==> config.mk <==
export PLATFORM = sky130hd
export DESIGN_NAME = pipelined_subtractor_64_flat
export DESIGN_NICKNAME = d
export VERILOG_FILES = /design/src/rtl/pipelined_subtractor_64_if.sv /design/src/rtl/pipelined_subtractor_64.sv /design/src/flat_wrapper.sv
export SDC_FILE = /design/constraint.sdc
export NUM_CORES = 1
export LEC_CHECK = 0
export CAP_MARGIN = 20
export CORE_MARGIN = 2
export CORE_UTILIZATION = 50
export DETAILED_ROUTE_END_ITERATION = 10
export GPL_TIMING_DRIVEN = 0
export PLACE_DENSITY = 0.83
export SYNTH_ARGS = -nofsm -noshare
export SYNTH_HDL_FRONTEND = slang
export SYNTH_SLANG_ARGS = --single-unit
==> constraint.sdc <==
create_clock -name i_clk -period 8.7 [get_ports i_clk]
set_clock_uncertainty 0.05 [all_clocks]
set_input_delay 0.87 -clock i_clk [delete_from_list [all_inputs] [get_ports i_clk]]
set_output_delay 0.87 -clock i_clk [all_outputs]
set_load 0.05 [all_outputs]
==> src/rtl/pipelined_subtractor_64_if.sv <==
// Operand/result stream bundle for the 64-bit pipelined subtractor.
// The slave side is the subtractor; the master side is whoever feeds and drains it.
interface pipelined_subtractor_64_if;
  logic [63:0] i_a;
  logic [63:0] i_b;
  logic        i_borrow_in;
  logic        i_in_valid;
  logic        o_in_ready;
  logic [63:0] o_diff;
  logic        o_borrow_out;
  logic        o_overflow;
  logic        o_zero;
  logic        o_out_valid;
  logic        i_out_ready;

  modport master (
    output i_a, i_b, i_borrow_in, i_in_valid, i_out_ready,
    input  o_in_ready, o_diff, o_borrow_out, o_overflow, o_zero, o_out_valid
  );

  modport slave (
    input  i_a, i_b, i_borrow_in, i_in_valid, i_out_ready,
    output o_in_ready, o_diff, o_borrow_out, o_overflow, o_zero, o_out_valid
  );
endinterface

==> src/rtl/pipelined_subtractor_64.sv <==
// Four-stage 64-bit subtractor (A - B - borrow_in) computed as A + ~B + carry,
// one 16-bit slice per stage, with a valid/ready elastic pipeline.
module pipelined_subtractor_64 (
  input  logic                            i_clk,
  input  logic                            i_rst_n,
  pipelined_subtractor_64_if.slave        sub_if
);

  logic [3:0]  r_valid;
  logic [4:0]  w_rdy;
  logic [3:0]  w_vin;
  logic [3:0]  w_load;
  logic [63:0] w_nb;

  // Stage registers: partial difference, carry, and the not-yet-processed slices.
  logic [15:0] r_diff0;
  logic        r_c0;
  logic [47:0] r_a0;
  logic [47:0] r_nb0;
  logic [31:0] r_diff1;
  logic        r_c1;
  logic [31:0] r_a1;
  logic [31:0] r_nb1;
  logic [47:0] r_diff2;
  logic        r_c2;
  logic [15:0] r_a2;
  logic [15:0] r_nb2;
  logic [63:0] r_diff;
  logic        r_borrow_out;
  logic        r_overflow;
  logic        r_zero;

  logic [16:0] w_sum0;
  logic [16:0] w_sum1;
  logic [16:0] w_sum2;
  logic [16:0] w_sum3;
  logic [63:0] w_diff3;

  assign w_nb     = ~sub_if.i_b;
  assign w_rdy[4] = sub_if.i_out_ready;
  assign w_vin    = {r_valid[2:0], sub_if.i_in_valid};

  // A stage can take new contents when it is empty or its occupant moves on.
  generate
    for (genvar gi = 0; gi < 4; gi++) begin : g_ctrl
      assign w_rdy[gi]  = !r_valid[gi] || w_rdy[gi+1];
      assign w_load[gi] = w_rdy[gi] && w_vin[gi];

      always_ff @(posedge i_clk or negedge i_rst_n) begin
        if (!i_rst_n) begin
          r_valid[gi] <= 1'b0;
        end else if (w_rdy[gi]) begin
          r_valid[gi] <= w_vin[gi];
        end
      end
    end
  endgenerate

  assign w_sum0  = {1'b0, sub_if.i_a[15:0]} + {1'b0, w_nb[15:0]} + {16'd0, !sub_if.i_borrow_in};
  assign w_sum1  = {1'b0, r_a0[15:0]} + {1'b0, r_nb0[15:0]} + {16'd0, r_c0};
  assign w_sum2  = {1'b0, r_a1[15:0]} + {1'b0, r_nb1[15:0]} + {16'd0, r_c1};
  assign w_sum3  = {1'b0, r_a2} + {1'b0, r_nb2} + {16'd0, r_c2};
  assign w_diff3 = {w_sum3[15:0], r_diff2};

  always_ff @(posedge i_clk or negedge i_rst_n) begin
    if (!i_rst_n) begin
      r_diff0      <= '0;
      r_c0         <= 1'b0;
      r_a0         <= '0;
      r_nb0        <= '0;
      r_diff1      <= '0;
      r_c1         <= 1'b0;
      r_a1         <= '0;
      r_nb1        <= '0;
      r_diff2      <= '0;
      r_c2         <= 1'b0;
      r_a2         <= '0;
      r_nb2        <= '0;
      r_diff       <= '0;
      r_borrow_out <= 1'b0;
      r_overflow   <= 1'b0;
      r_zero       <= 1'b0;
    end else begin
      if (w_load[0]) begin
        r_diff0 <= w_sum0[15:0];
        r_c0    <= w_sum0[16];
        r_a0    <= sub_if.i_a[63:16];
        r_nb0   <= w_nb[63:16];
      end
      if (w_load[1]) begin
        r_diff1 <= {w_sum1[15:0], r_diff0};
        r_c1    <= w_sum1[16];
        r_a1    <= r_a0[47:16];
        r_nb1   <= r_nb0[47:16];
      end
      if (w_load[2]) begin
        r_diff2 <= {w_sum2[15:0], r_diff1};
        r_c2    <= w_sum2[16];
        r_a2    <= r_a1[31:16];
        r_nb2   <= r_nb1[31:16];
      end
      // Operand sign bits differ exactly when A[63] equals ~B[63].
      if (w_load[3]) begin
        r_diff       <= w_diff3;
        r_borrow_out <= !w_sum3[16];
        r_overflow   <= (r_a2[15] == r_nb2[15]) && (w_diff3[63] != r_a2[15]);
        r_zero       <= (w_diff3 == 64'd0);
      end
    end
  end

  assign sub_if.o_in_ready   = w_rdy[0];
  assign sub_if.o_out_valid  = r_valid[3];
  assign sub_if.o_diff       = r_diff;
  assign sub_if.o_borrow_out = r_borrow_out;
  assign sub_if.o_overflow   = r_overflow;
  assign sub_if.o_zero       = r_zero;

endmodule

==> src/flat_wrapper.sv <==
// flat-port wrapper written by rule: the top's interface ports become plain ports
module pipelined_subtractor_64_flat 
  (i_clk, i_rst_n, sub_if_i_a, sub_if_i_b, sub_if_i_borrow_in, sub_if_i_in_valid, sub_if_i_out_ready, sub_if_o_in_ready, sub_if_o_diff, sub_if_o_borrow_out, sub_if_o_overflow, sub_if_o_zero, sub_if_o_out_valid);
  pipelined_subtractor_64_if sub_if_i ();
  input  logic i_clk;
  input  logic i_rst_n;
  input wire logic [$bits(sub_if_i.i_a)-1:0] sub_if_i_a;
  input wire logic [$bits(sub_if_i.i_b)-1:0] sub_if_i_b;
  input wire logic [$bits(sub_if_i.i_borrow_in)-1:0] sub_if_i_borrow_in;
  input wire logic [$bits(sub_if_i.i_in_valid)-1:0] sub_if_i_in_valid;
  input wire logic [$bits(sub_if_i.i_out_ready)-1:0] sub_if_i_out_ready;
  output wire logic [$bits(sub_if_i.o_in_ready)-1:0] sub_if_o_in_ready;
  output wire logic [$bits(sub_if_i.o_diff)-1:0] sub_if_o_diff;
  output wire logic [$bits(sub_if_i.o_borrow_out)-1:0] sub_if_o_borrow_out;
  output wire logic [$bits(sub_if_i.o_overflow)-1:0] sub_if_o_overflow;
  output wire logic [$bits(sub_if_i.o_zero)-1:0] sub_if_o_zero;
  output wire logic [$bits(sub_if_i.o_out_valid)-1:0] sub_if_o_out_valid;
  assign sub_if_i.i_a = sub_if_i_a;
  assign sub_if_i.i_b = sub_if_i_b;
  assign sub_if_i.i_borrow_in = sub_if_i_borrow_in;
  assign sub_if_i.i_in_valid = sub_if_i_in_valid;
  assign sub_if_i.i_out_ready = sub_if_i_out_ready;
  assign sub_if_o_in_ready = sub_if_i.o_in_ready;
  assign sub_if_o_diff = sub_if_i.o_diff;
  assign sub_if_o_borrow_out = sub_if_i.o_borrow_out;
  assign sub_if_o_overflow = sub_if_i.o_overflow;
  assign sub_if_o_zero = sub_if_i.o_zero;
  assign sub_if_o_out_valid = sub_if_i.o_out_valid;
  pipelined_subtractor_64 u_core (.i_clk(i_clk), .i_rst_n(i_rst_n), .sub_if(sub_if_i));
endmodule
==> impl_metrics.ini <==
[critical_path]
critPathCapture = u_core.r_a0[46]$_DFFE_PN0P_
crit_required_ns = 9.05
critPathTopFamily = buffers and inverters
path_max_fanout = 10
path_class = input pin to flip-flop
critPathLaunch = sub_if_i_out_ready
timing.critical_path.buf_inv = 3
ff2ff_path_depth = 6
start_kind = input pin
cp.depth = 7
cp_slowest_cell = clkbuf_1
cp.arrival_ns = 4.22
crit-reg2reg-launch = u_core.sub_if.o_out_valid$_DFFE_PN0P_
critPathCaptureType = flip-flop
r2r_setup_slack_ns = 5.29
rr_endpoint = u_core.r_a0[46]$_DFFE_PN0P_
cp_cell_sequence = clkdlybuf4s50_1 > nor2b_1 > nand4_1 > nand2_1 > clkbuf_1 > buf_1 > mux2_2
slowest_delay_ns = 0.74

[final_layout]
nets = 2075
drive_gt1_share_pct = 9.564
fin_cells = 2345
diodes = 0
mostFrequentLayoutCell = nand2_1
fillers = 2602
final_cell_mix = 557 x nand2_1, 362 x dfrtp_1, 200 x clkdlybuf4s50_1
fin_util_pct = 62.87
fin_area_um2 = 20350
syn_to_final_growth_pct = 24.17

[detailed_routing]
wl_met1_um = 17680
drt_iter0_markers = 757
drc = 0
wl_um = 40480
vias = 12630
first_pass_iters = 5
post_drt_wl_per_cell_um = 17.26
wl_met2_um = 19140
ant_nets = 0
met3WireLength_um = 2252
highest_layer = met4
viasPerCell = 5.385

[synthesis]
yosysWarnings = 0
synth_edf_count = 0
ys_types = 59
syn_area_um2 = 16390
synth_cells = 1630
yosysTopAreaCell = dfrtp_1
avgSynthCellArea_um2 = 10.06
syn-num-nets = 1831
async_flop_share_pct = 100.0
synth-seq-area-share_pct = 55.27
synth_seq_cells = 362
synthFlopType = dfrtp_1
synthTopCellsByArea = dfrtp_1 55%, nand2_1 13%, mux2_2 6.9%
synth_top_area_share_pct = 55.27

[floorplan]
die_area_um2 = 34250
die_h_um = 185.1
num_io_pins = 202
floorplan.initialDensity_pct = 50.63
num_rows = 66
die_x_um = 185.1
core_area_um2 = 32370

[placed_design]
dpl.cell_count = 2275
routabilityCongestion = 0.9062
hpwlAfterDp_um = 29820
placed_area_um2 = 19020
dp_slack_ns = 4.379
portBuffers = 201

[clock_tree]
cts_hold_buf = 0
ctsHtreeMaxLevel = 2
cts_root_buf = clkbuf_16
clk_latency_ns = 0.52
cts_sinks = 362
cts_tree = done
cts_resized = 0
clkTransAtPathRegs_ns = 0.06
post_cts_buffers = 0
numCtsBuffers = 39
cts_buffer_depth = 3

[outcome]
status = finished, final reports clean

[power_and_ir_drop]
p_per_area_nw_per_um2 = 327.4
vdd_drop_max_mv = 0.2663
p_leak_nw = 9.580
power_mw = 6.664

[timing]
hold_viol = 0
slew_headroom_pct = 36.92
hold_ws_ns = 0.3684
fin_ws_ns = 4.833
worst_pin_slew_ns = 0.9462
setup_viol = 0
slew_violations = 0
fmax_mhz = 258.6
fin_setup_tns_ns = 0
period_share_pct = 44.44
fin_crit_ns = 3.867
rsz0062_at_grt = false

[global_routing]
grt_max_degree = 126
antenna_found_initial = 0
gr-total-overflow = 0
grt_pass1_vias = 12970
grt_usage_pct = 24.26
grt_pass1_wl_um = 65180

[job]
cap_violations = 0

[worst_hold_path]
hold_path.class = input pin to async pin
cell families after synthesis:
| kind of cell | after synthesis | share of synthesized area [%] |
|---|---|---|
| flip-flops | 362 | 55.27 |
| multiplexers | 101 | 6.939 |
| AO/OA/AOI/OAI | 245 | 9.786 |
| buffers and inverters | 111 | 2.542 |
| XOR/XNOR | 40 | 2.137 |
| AND/OR/NAND/NOR | 703 | 17.77 |
| adder cells (fa/ha/maj) | 68 | 5.557 |
where the power goes:
group / switching (mW) / internal (mW) / leakage, nW
Combinational: 1.46 / 0.924 / 4.48
Sequential: 0.399 / 2.19 / 4.44
Clock: 0.661 / 1.03 / 0.658
worst min path at each step:
stage                                         from                             end  slack [ns]  depth (start not counted)
floorplan           u_core.r_diff0[14]$_DFFE_PN0P_  u_core.r_diff1[14]$_DFFE_PN0P_        0.38                          2
detailed placement  u_core.r_diff0[14]$_DFFE_PN0P_  u_core.r_diff1[14]$_DFFE_PN0P_        0.40                          2
finish                                     i_rst_n    u_core.r_nb0[43]$_DFFE_PN0P_        0.37                          1
global route          u_core.r_nb0[24]$_DFFE_PN0P_     u_core.r_nb1[8]$_DFFE_PN0P_        0.43                          2
global placement    u_core.r_diff0[14]$_DFFE_PN0P_  u_core.r_diff1[14]$_DFFE_PN0P_        0.40                          2
CTS                                        i_rst_n    u_core.r_nb0[43]$_DFFE_PN0P_        0.41                          1
worst register-to-register path, stage by stage, from the launching register on:
cell and delay, ns:
dfrtp_1 0.36, nor2b_1 0.22, nand4_1 0.30, nand2_1 0.48, clkbuf_1 0.74, buf_1 0.72, mux2_2 0.42
per-layer routing:
metal,up-vias,GRT usage (%)
met5,-,0
met4,0,8.984
met3,83,4.286
met2,359,40.10
met1,6224,32.20
li1,5961,-
sequential cells by signal, summed over array words and instances (netlist names), 3 cells and up:
name / flops
u_core.r_nb1: 32
u_core.r_diff1: 32
u_core.r_valid: 3
u_core.r_nb0: 48
u_core.r_diff0: 16
u_core.r_diff2: 48
u_core.r_nb2: 16
u_core.r_a2: 16
u_core.sub_if.o_diff: 64
u_core.r_a1: 32
u_core.r_a0: 48
layout make-up:
| class | instances | area (µm²) | share of cell area (%) |
|---|---|---|---|
| Sequential cell | 362 | 9059 | 44.51 |
| Multi-Input combinational cell | 1157 | 6915 | 33.98 |
| Timing Repair Buffer | 203 | 2072 | 10.18 |
| Clock buffer | 60 | 1227 | 6.031 |
| Tap cell | 442 | 553.0 | 2.717 |
| Buffer | 70 | 262.8 | 1.291 |
| Inverter | 41 | 153.9 | 0.7562 |
| Clock inverter | 10 | 108.9 | 0.5349 |
synthesized netlist by cell type (3+ instances only):
cell type,n
a311oi_1,3
o31a_1,3
nand2b_1,10
nand2_1,557
xnor2_1,21
nand3b_1,3
o31ai_1,11
and2_1,11
a31o_2,3
o21a_1,17
ha_1,60
buf_1,15
nor2b_1,7
xor2_1,19
dfrtp_1,362
a211o_1,3
a31oi_1,7
a21oi_1,20
a21o_1,11
inv_1,41
nor2_1,39
mux2_2,101
nand4_1,7
nor3b_1,4
nor3_1,20
o21ai_1,3
clkbuf_1,55
o21bai_1,6
o21ai_0,118
o2111ai_1,5
fa_1,8
and3_1,5
nand3_1,10
nor4_1,13
o41ai_1,3
a211oi_1,11
or3_1,7
Power figures use the tool's default switching activity.
